==> src/rtl/cookie_pkg.sv <==
// cookie_pkg: shared types and constants for the cookie grid sequencer.
//   state_t  - sequencer states (IDLE, LOAD, RUN, CAPTURE, DUMP)
//   GRID_DIM - grid edge length; CELLS - cell count; CNT_W - cell counter width
package cookie_pkg;

  localparam int GRID_DIM = 16;
  localparam int CELLS    = GRID_DIM * GRID_DIM;
  localparam int CNT_W    = $clog2(CELLS) + 1;

  typedef enum logic [2:0] {
    IDLE,
    LOAD,
    RUN,
    CAPTURE,
    DUMP
  } state_t;

endpackage

==> src/rtl/cookie_ctrl_cnt.sv <==
// cookie_ctrl_cnt: loadable up/down counter with terminal and zero flags.
// Ports:
//   clk, rst_n    - clock, asynchronous active-low reset
//   load/load_val - synchronous load (highest priority)
//   up, dn        - increment / decrement (up wins if both)
//   term          - compare value for at_term
//   at_term       - count == term
//   is_zero       - count == 0
module cookie_ctrl_cnt #(
  parameter int W = 9
) (
  input  logic         clk,
  input  logic         rst_n,
  input  logic         load,
  input  logic [W-1:0] load_val,
  input  logic         up,
  input  logic         dn,
  input  logic [W-1:0] term,
  output logic         at_term,
  output logic         is_zero
);

  logic [W-1:0] count;

  always_ff @(posedge clk or negedge rst_n) begin
    if (!rst_n) begin
      count <= '0;
    end else if (load) begin
      count <= load_val;
    end else if (up) begin
      count <= count + W'(1);
    end else if (dn) begin
      count <= count - W'(1);
    end
  end

  assign at_term = (count == term);
  assign is_zero = (count == '0);

endmodule

==> src/rtl/cookie_ctrl.sv <==
// cookie_ctrl: sequencer for the 16x16 cookie cellular-automaton grid.
// Loads a serial seed, steps the grid gen_count generations, then captures
// the grid into the display chain and streams it out (cell 255 first).
// Ports:
//   clk, rst_n                     - clock, asynchronous active-low reset
//   cmd_load/cmd_run/cmd_dump      - commands, sampled in IDLE only
//   gen_count                      - generations, latched with cmd_run
//   in_bit/in_valid/in_ready       - seed stream (valid/ready)
//   out_bit/out_valid/out_ready    - dump stream (valid/ready)
//   busy, done                     - status; done pulses on first IDLE cycle
//   grid_en/grid_run/grid_display/grid_shift_in/grid_display_out - grid strobes
// Build option: define COOKIE_CTRL_RECIRC_EN to recirculate dumped bits back
// into the state chain so the grid survives a dump.
module cookie_ctrl #(
  parameter int CELLS = 256,
  parameter int GEN_W = 8
) (
  input  logic             clk,
  input  logic             rst_n,
  input  logic             cmd_load,
  input  logic             cmd_run,
  input  logic             cmd_dump,
  input  logic [GEN_W-1:0] gen_count,
  input  logic             in_bit,
  input  logic             in_valid,
  output logic             in_ready,
  output logic             out_bit,
  output logic             out_valid,
  input  logic             out_ready,
  output logic             busy,
  output logic             done,
  output logic             grid_en,
  output logic             grid_run,
  output logic             grid_display,
  output logic             grid_shift_in,
  input  logic             grid_display_out
);

  import cookie_pkg::*;

  // One counter serves both cell and generation counting, so size it for both.
  localparam int CW_CELL = $clog2(CELLS) + 1;
  localparam int CW      = (GEN_W + 1 > CW_CELL) ? GEN_W + 1 : CW_CELL;

  state_t        state, nxt;
  logic          done_q, done_nxt;
  logic          cnt_load, cnt_up, cnt_dn;
  logic [CW-1:0] cnt_val, cnt_term;
  logic          cnt_at_term, cnt_zero;
  logic          dump_feed;

`ifdef COOKIE_CTRL_RECIRC_EN
  assign dump_feed = grid_display_out;
`else
  assign dump_feed = 1'b0;
`endif

  // RUN ends on the decrement from 1; LOAD/DUMP end on the last cell.
  assign cnt_term = (state == RUN) ? CW'(1) : CW'(CELLS - 1);

  cookie_ctrl_cnt #(.W(CW)) u_cnt (
    .clk      (clk),
    .rst_n    (rst_n),
    .load     (cnt_load),
    .load_val (cnt_val),
    .up       (cnt_up),
    .dn       (cnt_dn),
    .term     (cnt_term),
    .at_term  (cnt_at_term),
    .is_zero  (cnt_zero)
  );

  always_ff @(posedge clk or negedge rst_n) begin
    if (!rst_n) begin
      state  <= IDLE;
      done_q <= 1'b0;
    end else begin
      state  <= nxt;
      done_q <= done_nxt;
    end
  end

  always_comb begin
    nxt           = state;
    done_nxt      = 1'b0;
    in_ready      = 1'b0;
    out_valid     = 1'b0;
    out_bit       = 1'b0;
    grid_en       = 1'b0;
    grid_run      = 1'b0;
    grid_display  = 1'b0;
    grid_shift_in = 1'b0;
    cnt_load      = 1'b0;
    cnt_val       = '0;
    cnt_up        = 1'b0;
    cnt_dn        = 1'b0;
    unique case (state)
      IDLE: begin
        // Counter is preloaded every idle cycle so each operation starts clean.
        cnt_load = 1'b1;
        if (cmd_load) begin
          nxt = LOAD;
        end else if (cmd_run) begin
          nxt     = RUN;
          cnt_val = CW'(gen_count);
        end else if (cmd_dump) begin
          nxt = CAPTURE;
        end
      end
      LOAD: begin
        in_ready = 1'b1;
        if (in_valid) begin
          grid_en       = 1'b1;
          grid_shift_in = in_bit;
          cnt_up        = 1'b1;
          if (cnt_at_term) begin
            nxt      = IDLE;
            done_nxt = 1'b1;
          end
        end
      end
      RUN: begin
        if (cnt_zero) begin
          nxt      = IDLE;
          done_nxt = 1'b1;
        end else begin
          grid_en  = 1'b1;
          grid_run = 1'b1;
          cnt_dn   = 1'b1;
          if (cnt_at_term) begin
            nxt      = IDLE;
            done_nxt = 1'b1;
          end
        end
      end
      CAPTURE: begin
        grid_display = 1'b1;
        nxt          = DUMP;
      end
      DUMP: begin
        out_valid = 1'b1;
        out_bit   = grid_display_out;
        if (out_ready) begin
          grid_en       = 1'b1;
          grid_shift_in = dump_feed;
          cnt_up        = 1'b1;
          if (cnt_at_term) begin
            nxt      = IDLE;
            done_nxt = 1'b1;
          end
        end
      end
      default: nxt = IDLE;
    endcase
  end

  assign busy = (state != IDLE);
  assign done = done_q;

endmodule

==> config.mk <==
export PLATFORM = sky130hd
export DESIGN_NAME = cookie_ctrl
export DESIGN_NICKNAME = d
export VERILOG_FILES = /design/src/rtl/cookie_pkg.sv /design/src/rtl/cookie_ctrl_cnt.sv /design/src/rtl/cookie_ctrl.sv
export SDC_FILE = /design/constraint.sdc
export NUM_CORES = 1
export LEC_CHECK = 0
export ABC_AREA = 1
export BUFFER_PORTS_ARGS = -buffer_cell sky130_fd_sc_hd__buf_2
export CELL_PAD_IN_SITES_DETAIL_PLACEMENT = 1
export CELL_PAD_IN_SITES_GLOBAL_PLACEMENT = 1
export CORE_MARGIN = 5
export CORE_UTILIZATION = 25
export CTS_CLUSTER_DIAMETER = 120
export DETAILED_ROUTE_END_ITERATION = 16
export HOLD_SLACK_MARGIN = 0.12
export PLACE_DENSITY_LB_ADDON = 0.3
export SLEW_MARGIN = 20
export SYNTH_ARGS = -nofsm -noshare
export SYNTH_HDL_FRONTEND = slang
export SYNTH_SLANG_ARGS = --single-unit
export TNS_END_PERCENT = 5
==> constraint.sdc <==
create_clock -name clk -period 2.2 [get_ports clk]
set_clock_uncertainty 0.2 [all_clocks]
set_input_delay 0.22 -clock clk [delete_from_list [all_inputs] [get_ports clk]]
set_output_delay 0.22 -clock clk [all_outputs]
set_load 0.02 [all_outputs]
==> flow_metrics.env, run 1 <==
export IMPL_period_share_pct=99.4
export IMPL_cp_top_family="simple AND/OR/NAND/NOR gates"
export IMPL_antenna_found_initial=0
export IMPL_drt_iter0_drc=32
export IMPL_p_per_area_nw_per_um2=1830
export IMPL_switching_power_mw=1.80
export IMPL_ctsLongestPathBuffers=2
export IMPL_start_util_pct=25.4
export IMPL_path_class="flip-flop to flip-flop"
export IMPL_clk_insertion_delay_late_ps=250
export IMPL_crit_start="state[0]$_DFFE_PN0P_"
export IMPL_fin_worst_hold_slack_ps=171
export IMPL_internal_power_mw=1.50
export IMPL_synthToLayoutAreaGrowth_pct=39.3
export IMPL_layout_setup_ws_ps=12.9
export IMPL_finalNonFillerCells=329
export IMPL_fin_crit_ps=2190
export IMPL_finalCoreUtilization_pct=35.5
export IMPL_yosysSeqAreaShare_pct=25.2
export IMPL_worstSetupPathDepth=15
export IMPL_ys_ff_latch=13
export IMPL_fmax_mhz=457
export IMPL_first_global_vias=1516
export IMPL_placed_area_sq_um=1550
export IMPL_ant_nets=0
export IMPL_cp_end_kind="flip-flop"
export IMPL_rsz0062_at_grt="true"
export IMPL_grt_use_total_pct=13.5
export IMPL_htree_levels=1
export IMPL_final_hold_viol_count=0
export IMPL_syn_avg_cell_area_sq_um=6.15
export IMPL_gp_congestion=0.781
export IMPL_cts_root_buf="clkbuf_8"
export IMPL_cts_sinks=13
export IMPL_slew_viol_final=0
export IMPL_grt_max_degree=14
export IMPL_wl_per_cell_um=12.4
export IMPL_yosys_cell_types_count=28
export IMPL_crit_slowest_cell="dfrtp_1"
export IMPL_arrival_ps=2140
export IMPL_peakVddDrop_mv=0.418
export IMPL_postSynthCellCount=210
export IMPL_reg2reg_from="state[0]$_DFFE_PN0P_"
export IMPL_max_cap_viol_count=0
export IMPL_hpwlAfterDp_um=3290
export IMPL_pre_cts_slack_ps=-29.3
export IMPL_status="finished, final reports clean"
export IMPL_die_height_um=81.9
export IMPL_rows=26
export IMPL_crit_buf_inv=2
export IMPL_syn_nets=235
export IMPL_pwr_share_comb_pct=77.2
export IMPL_io_buffers=25
export IMPL_synth_warnings=0
export IMPL_die_w_um=81.9
export IMPL_crit_path_start_kind="flip-flop"
export IMPL_vias_per_cell=4.38
export IMPL_min_from="cmd_dump"
export IMPL_seqPwrFrac_pct=15.7
export IMPL_hold_class="input pin to flip-flop"
export IMPL_n_antenna_cell=0
export IMPL_setup_viol=0
export IMPL_layout_nets=285
export IMPL_cts_tree="done"
export IMPL_clkTransAtPathRegs_ps=60
export IMPL_placed_cells=311
export IMPL_required_ps=2150
export IMPL_cpPeakStageDelay_ps=410
export IMPL_syn_area_sq_um=1290
export IMPL_layout_commonest_cell="nand2_1"
export IMPL_drc_errors=0
export IMPL_pwr_share_clk_pct=7.1
export IMPL_grt_ovfl_total=0
export IMPL_via_count=1441
export IMPL_cts_made_buffers=3
export IMPL_drive_gt1_share_pct=26.6
export IMPL_switching_share_pct=54.5
export IMPL_grt_pass1_wl_um=6980
export IMPL_routed_wl_um=4080
export IMPL_dieArea_sq_um=6700
export IMPL_r2r_cells=15
export IMPL_path_common_cell="nand2_1"
export IMPL_core_sq_um=5070
export IMPL_relSlewSlack_pct=71.3
export IMPL_hold_depth=5
export IMPL_path_cells="nor2_2, nand3_2, nand2_2, inv_6, fa_2, nand2_2, nand2_1, nand2_1, nand2_2, nand2_1, nand2_1, nand3_1, nand3_1, nand2_1, inv_1"
export IMPL_worstMarginPinSlew_ps=430
export IMPL_ioPinCount=26
export IMPL_final_cell_mix="76 x nand2_1, 35 x inv_1, 25 x buf_2"
export IMPL_power_leakage_nw=1.01
export IMPL_cp_max_fo=9
export IMPL_first_pass_iters=4
export IMPL_design_area_sq_um=1800
[what timing repair did]
action	4_1_cts	5_1_grt
hold buffers	11	0
hold endpoints to repair	23	0
resized for setup	7	5
buffers inserted	0	3
pin swaps	1	4
endpoints found under the setup margin	5	6
[synth_stat cells]
master    count  area (sq um)
a32oi_1       1          8.76
a22oi_1       3          22.5
nor2_1       20          75.1
nor3_1        1          5.00
inv_4         1          6.26
o21ai_1       5          25.0
ha_1          7          87.6
nand4_2       1          12.5
nand4_1       2          12.5
fa_1          1          20.0
a21oi_1       6          30.0
buf_6         1          11.3
o21ai_0       1          5.00
inv_2         3          11.3
a21oi_2       1          8.76
clkinv_4      1          8.76
inv_1        35           131
nand3b_1      1          7.51
or2_2         2          12.5
nand2_1      78           293
nand3_1      15          75.1
dfrtp_1      13           325
nand2_4       1          11.3
nand3_2       1          10.0
nand3_4       1          17.5
nand2_2       3          18.8
nor3_2        2          20.0
nor2_2        3          18.8
[final cells by class]
type | instances | area [sq um]
well taps | 70 | 87.6
fillers | 693 | 3280
inverters | 40 | 160
repair buffers | 46 | 310
clock buffers | 4 | 45.0
multi-input cells | 156 | 871
flip-flops and latches | 13 | 325
[layer usage]
layer | wire length [um] | vias up | GRT usage [%]
met2 | 2130 | 15 | 24.8
met4 | 61 | 0 | 4.49
met3 | 60 | 5 | 1.10
met1 | 1830 | 673 | 16.4
li1 | - | 748 | -
met5 | 0 | - | 0
[logic make-up after synthesis]
kind of cell    after synthesis  synth area share [%]
simple gates                131                  45.6
buf+inv                      41                  13.1
compound gates               17                  7.75
flops                        13                  25.2
fa+ha+maj                     8                  8.33
[power by group through the flow]
stage	Clock (mW)	Sequential (mW)	Combinational, mW
after floorplan	0	0.473	1.72
after global placement	0	0.505	2.30
after detailed placement	0	0.507	2.33
after CTS	0.240	0.522	2.49
after global routing	0.251	0.532	2.94
final	0.234	0.518	2.55
[state kept, by name, summed over array words and instances (netlist names)]
register / flops
done: 1
state: 3
u_cnt.count: 9
[worst min-delay path, cell delays in order]
cell     delay (ps)
buf_2            70
nor2_1           40
nand2_2          60
nand3_2          90
nor2_1          110
[path summary, 6_finish.rpt]
check | endpoint | slack, ps
setup / recovery | u_cnt.count[8]$_DFFE_PN0P_ | 10
hold / removal | state[1]$_DFFE_PN0P_ | 170
setup reg to reg | u_cnt.count[8]$_DFFE_PN0P_ | 10
hold reg to reg | u_cnt.count[7]$_DFFE_PN0P_ | 380
max in group asynchronous | u_cnt.count[8]$_DFFE_PN0P_ | 1350
min in group asynchronous | u_cnt.count[7]$_DFFE_PN0P_ | 200
[per-stage QoR]
| step | total power [mW] | setup TNS, ps |
|---|---|---|
| final | 3.30 | 0 |
| after floorplan | 2.19 | 0 |
| after global placement | 2.81 | 0 |
| after global routing | 3.72 | -747 |
| after detailed placement | 2.83 | -48.3 |
| after CTS | 3.25 | 0 |
Power figures use the tool's default switching activity.
==> run 2, diff against run 1 <==
Settings changed: ABC_AREA 1 to unset.
==> flow_metrics.env, run 2 <==
export IMPL_crit_slowest_cell="dfrtp_1"
export IMPL_postSynthCellCount=117
export IMPL_clkTransAtPathRegs_ps=60
export IMPL_cts_sinks=13
export IMPL_routed_wl_um=3790
export IMPL_largest_register_ffs=9
export IMPL_yosysTopAreaCellShare_pct=30.3
export IMPL_yosys_top_cells_area="dfrtp_1 30%, ha_1 8.2%, a21oi_1 4.2%"
export IMPL_grt_max_degree=14
export IMPL_die_w_um=75.5
export IMPL_io_buffers=25
export IMPL_p_per_area_nw_per_um2=1770
export IMPL_cp_end_kind="flip-flop"
export IMPL_yosysSeqAreaShare_pct=30.3
export IMPL_synth_warnings=0
export IMPL_fillers=502
export IMPL_status="complete, but fails checks"
export IMPL_cp_max_fo=6
export IMPL_hpwlAfterDp_um=3000
export IMPL_syn_avg_cell_area_sq_um=9.16
export IMPL_crit_path_start_kind="flip-flop"
export IMPL_layout_setup_ws_ps=-325
export IMPL_antenna_found_initial=0
export IMPL_clk_insertion_delay_late_ps=250
export IMPL_start_util_pct=26.2
export IMPL_fin_crit_ps=2520
export IMPL_syn_area_sq_um=1070
export IMPL_synthFlopType="dfrtp_1"
export IMPL_crit_buf_inv=1
export IMPL_placed_cells=223
export IMPL_cpPeakStageDelay_ps=390
export IMPL_ys_async_sr_fraction_pct=100
export IMPL_n_antenna_cell=0
export IMPL_finalNonFillerCells=240
export IMPL_gp_congestion=0.863
export IMPL_violations="setup timing"
export IMPL_finalCoreUtilization_pct=42.7
export IMPL_cts_root_buf="clkbuf_8"
export IMPL_synth_top_cells_by_count="13 x dfrtp_1, 9 x a21oi_1, 8 x nand2_1, 8 x o21ai_0, 7 x ha_1"
export IMPL_fmax_mhz=396
export IMPL_path_class="flip-flop to flip-flop"
export IMPL_power_leakage_nw=0.829
export IMPL_required_ps=2170
export IMPL_dieArea_sq_um=5700
export IMPL_yosys_cell_types_count=47
export IMPL_design_area_sq_um=1740
export IMPL_arrival_ps=2490
export IMPL_grt_pass1_wl_um=6100
export IMPL_cp_top_family="compound AO/OA/AOI/OAI gates"
export IMPL_syn_nets=142
export IMPL_synth_area_leader_cell="dfrtp_1"
export IMPL_hold_class="input pin to async pin"
export IMPL_drive_gt1_share_pct=48.4
export IMPL_worstMarginPinSlew_ps=354
export IMPL_synthToLayoutAreaGrowth_pct=62.7
export IMPL_rsz0062_at_grt="true"
export IMPL_drt_iter0_drc=25
export IMPL_cts_made_buffers=3
export IMPL_grt_ovfl_total=0
export IMPL_placed_area_sq_um=1510
export IMPL_layout_commonest_cell="buf_4"
export IMPL_relSlewSlack_pct=76.3
export IMPL_period_share_pct=115
export IMPL_final_hold_viol_count=0
export IMPL_vias_per_cell=5.03
export IMPL_synth_most_common_cell="dfrtp_1"
export IMPL_path_cells="nand3b_1, a21oi_2, inv_2, fa_2, a211oi_2, o211ai_1, a21oi_2, mux2i_1, mux2i_1"
export IMPL_rows=23
export IMPL_core_sq_um=4090
export IMPL_peakVddDrop_mv=0.601
export IMPL_cts_tree="done"
export IMPL_htree_levels=1
export IMPL_slew_viol_final=0
export IMPL_first_pass_iters=4
export IMPL_top_register="u_cnt.count"
export IMPL_setup_viol=9
export IMPL_synth_edf_count=0
export IMPL_layout_nets=216
export IMPL_ioPinCount=26
export IMPL_grt_use_total_pct=14.1
export IMPL_drc_errors=0
export IMPL_wl_per_cell_um=15.8
export IMPL_via_count=1206
export IMPL_ant_nets=0
export IMPL_die_height_um=75.5
export IMPL_first_global_vias=1302
export IMPL_final_cell_mix="40 x buf_4, 24 x buf_2, 13 x dfrtp_1"
export IMPL_fin_setup_tns_ps=-1280
export IMPL_max_cap_viol_count=0
export IMPL_ctsLongestPathBuffers=2
export IMPL_ys_ff_latch=13
run 2: per-layer routing:
metal	up-vias	part of all wire [%]	track usage [%]
met4	0	1.5	4.66
met1	588	42	16.2
met2	23	53	26.5
met5	-	0	0
li1	590	-	-
met3	5	3.6	1.98
run 2: stage by stage:
step                      hold slack [ps]  worst slack (ps)  power, mW
final                                 198              -325       3.09
after global routing                  224              -515       3.35
after CTS                             199              -356       2.98
after detailed placement            -62.6              -368       2.60
after global placement              -66.9              -312       2.53
after floorplan                      -276              -405       1.74
run 2: path summary, 6_finish.rpt:
check,startpoint,end,slack (ps),cells after the start
max in group asynchronous,rst_n,state[1]$_DFFE_PN0P_,1350,2
worst min register to register,u_cnt.count[8]$_DFFE_PN0P_,u_cnt.count[8]$_DFFE_PN0P_,400,1
worst max-delay path,state[0]$_DFFE_PN0P_,u_cnt.count[8]$_DFFE_PN0P_,-320,9
worst min-delay path,rst_n,done$_DFF_PN0_,200,2
min in group clk,out_ready,state[2]$_DFFE_PN0P_,200,4
worst max register to register,state[0]$_DFFE_PN0P_,u_cnt.count[8]$_DFFE_PN0P_,-320,9
run 2: repair_timing:
| action | CTS | global route |
|---|---|---|
| pin swaps | 5 | 6 |
| setup endpoints to repair | 13 | 13 |
| resized for setup | 10 | 9 |
| endpoints found under the hold margin | 22 | 0 |
| hold buffers | 10 | 0 |
| setup buffers | 2 | 1 |
run 2: final cells by class:
| type | instances | area [sq um] | area share (%) |
|---|---|---|---|
| Tap cell | 50 | 62.6 | 3.59 |
| Inverter | 5 | 18.8 | 1.08 |
| Multi-Input combinational cell | 94 | 772 | 44.3 |
| Clock buffer | 4 | 45.0 | 2.58 |
| Timing Repair Buffer | 74 | 520 | 29.8 |
| Sequential cell | 13 | 325 | 18.7 |
run 2: cells by family after synthesis:
group / count (synthesis) / share of synthesized area [%]
flops: 13 / 30.3
xor+xnor: 7 / 5.72
simple gates: 34 / 19.3
mux: 2 / 1.87
fa+ha+maj: 8 / 10.0
compound gates: 43 / 28.1
buf+inv: 10 / 4.67
run 2: power by group:
part	leakage [nW]	switching, mW	internal, mW
combinational	0.638	1.24	1.22
clock	0.0228	0.0899	0.128
sequential	0.168	0.0714	0.346
total	0.829	1.40	1.69
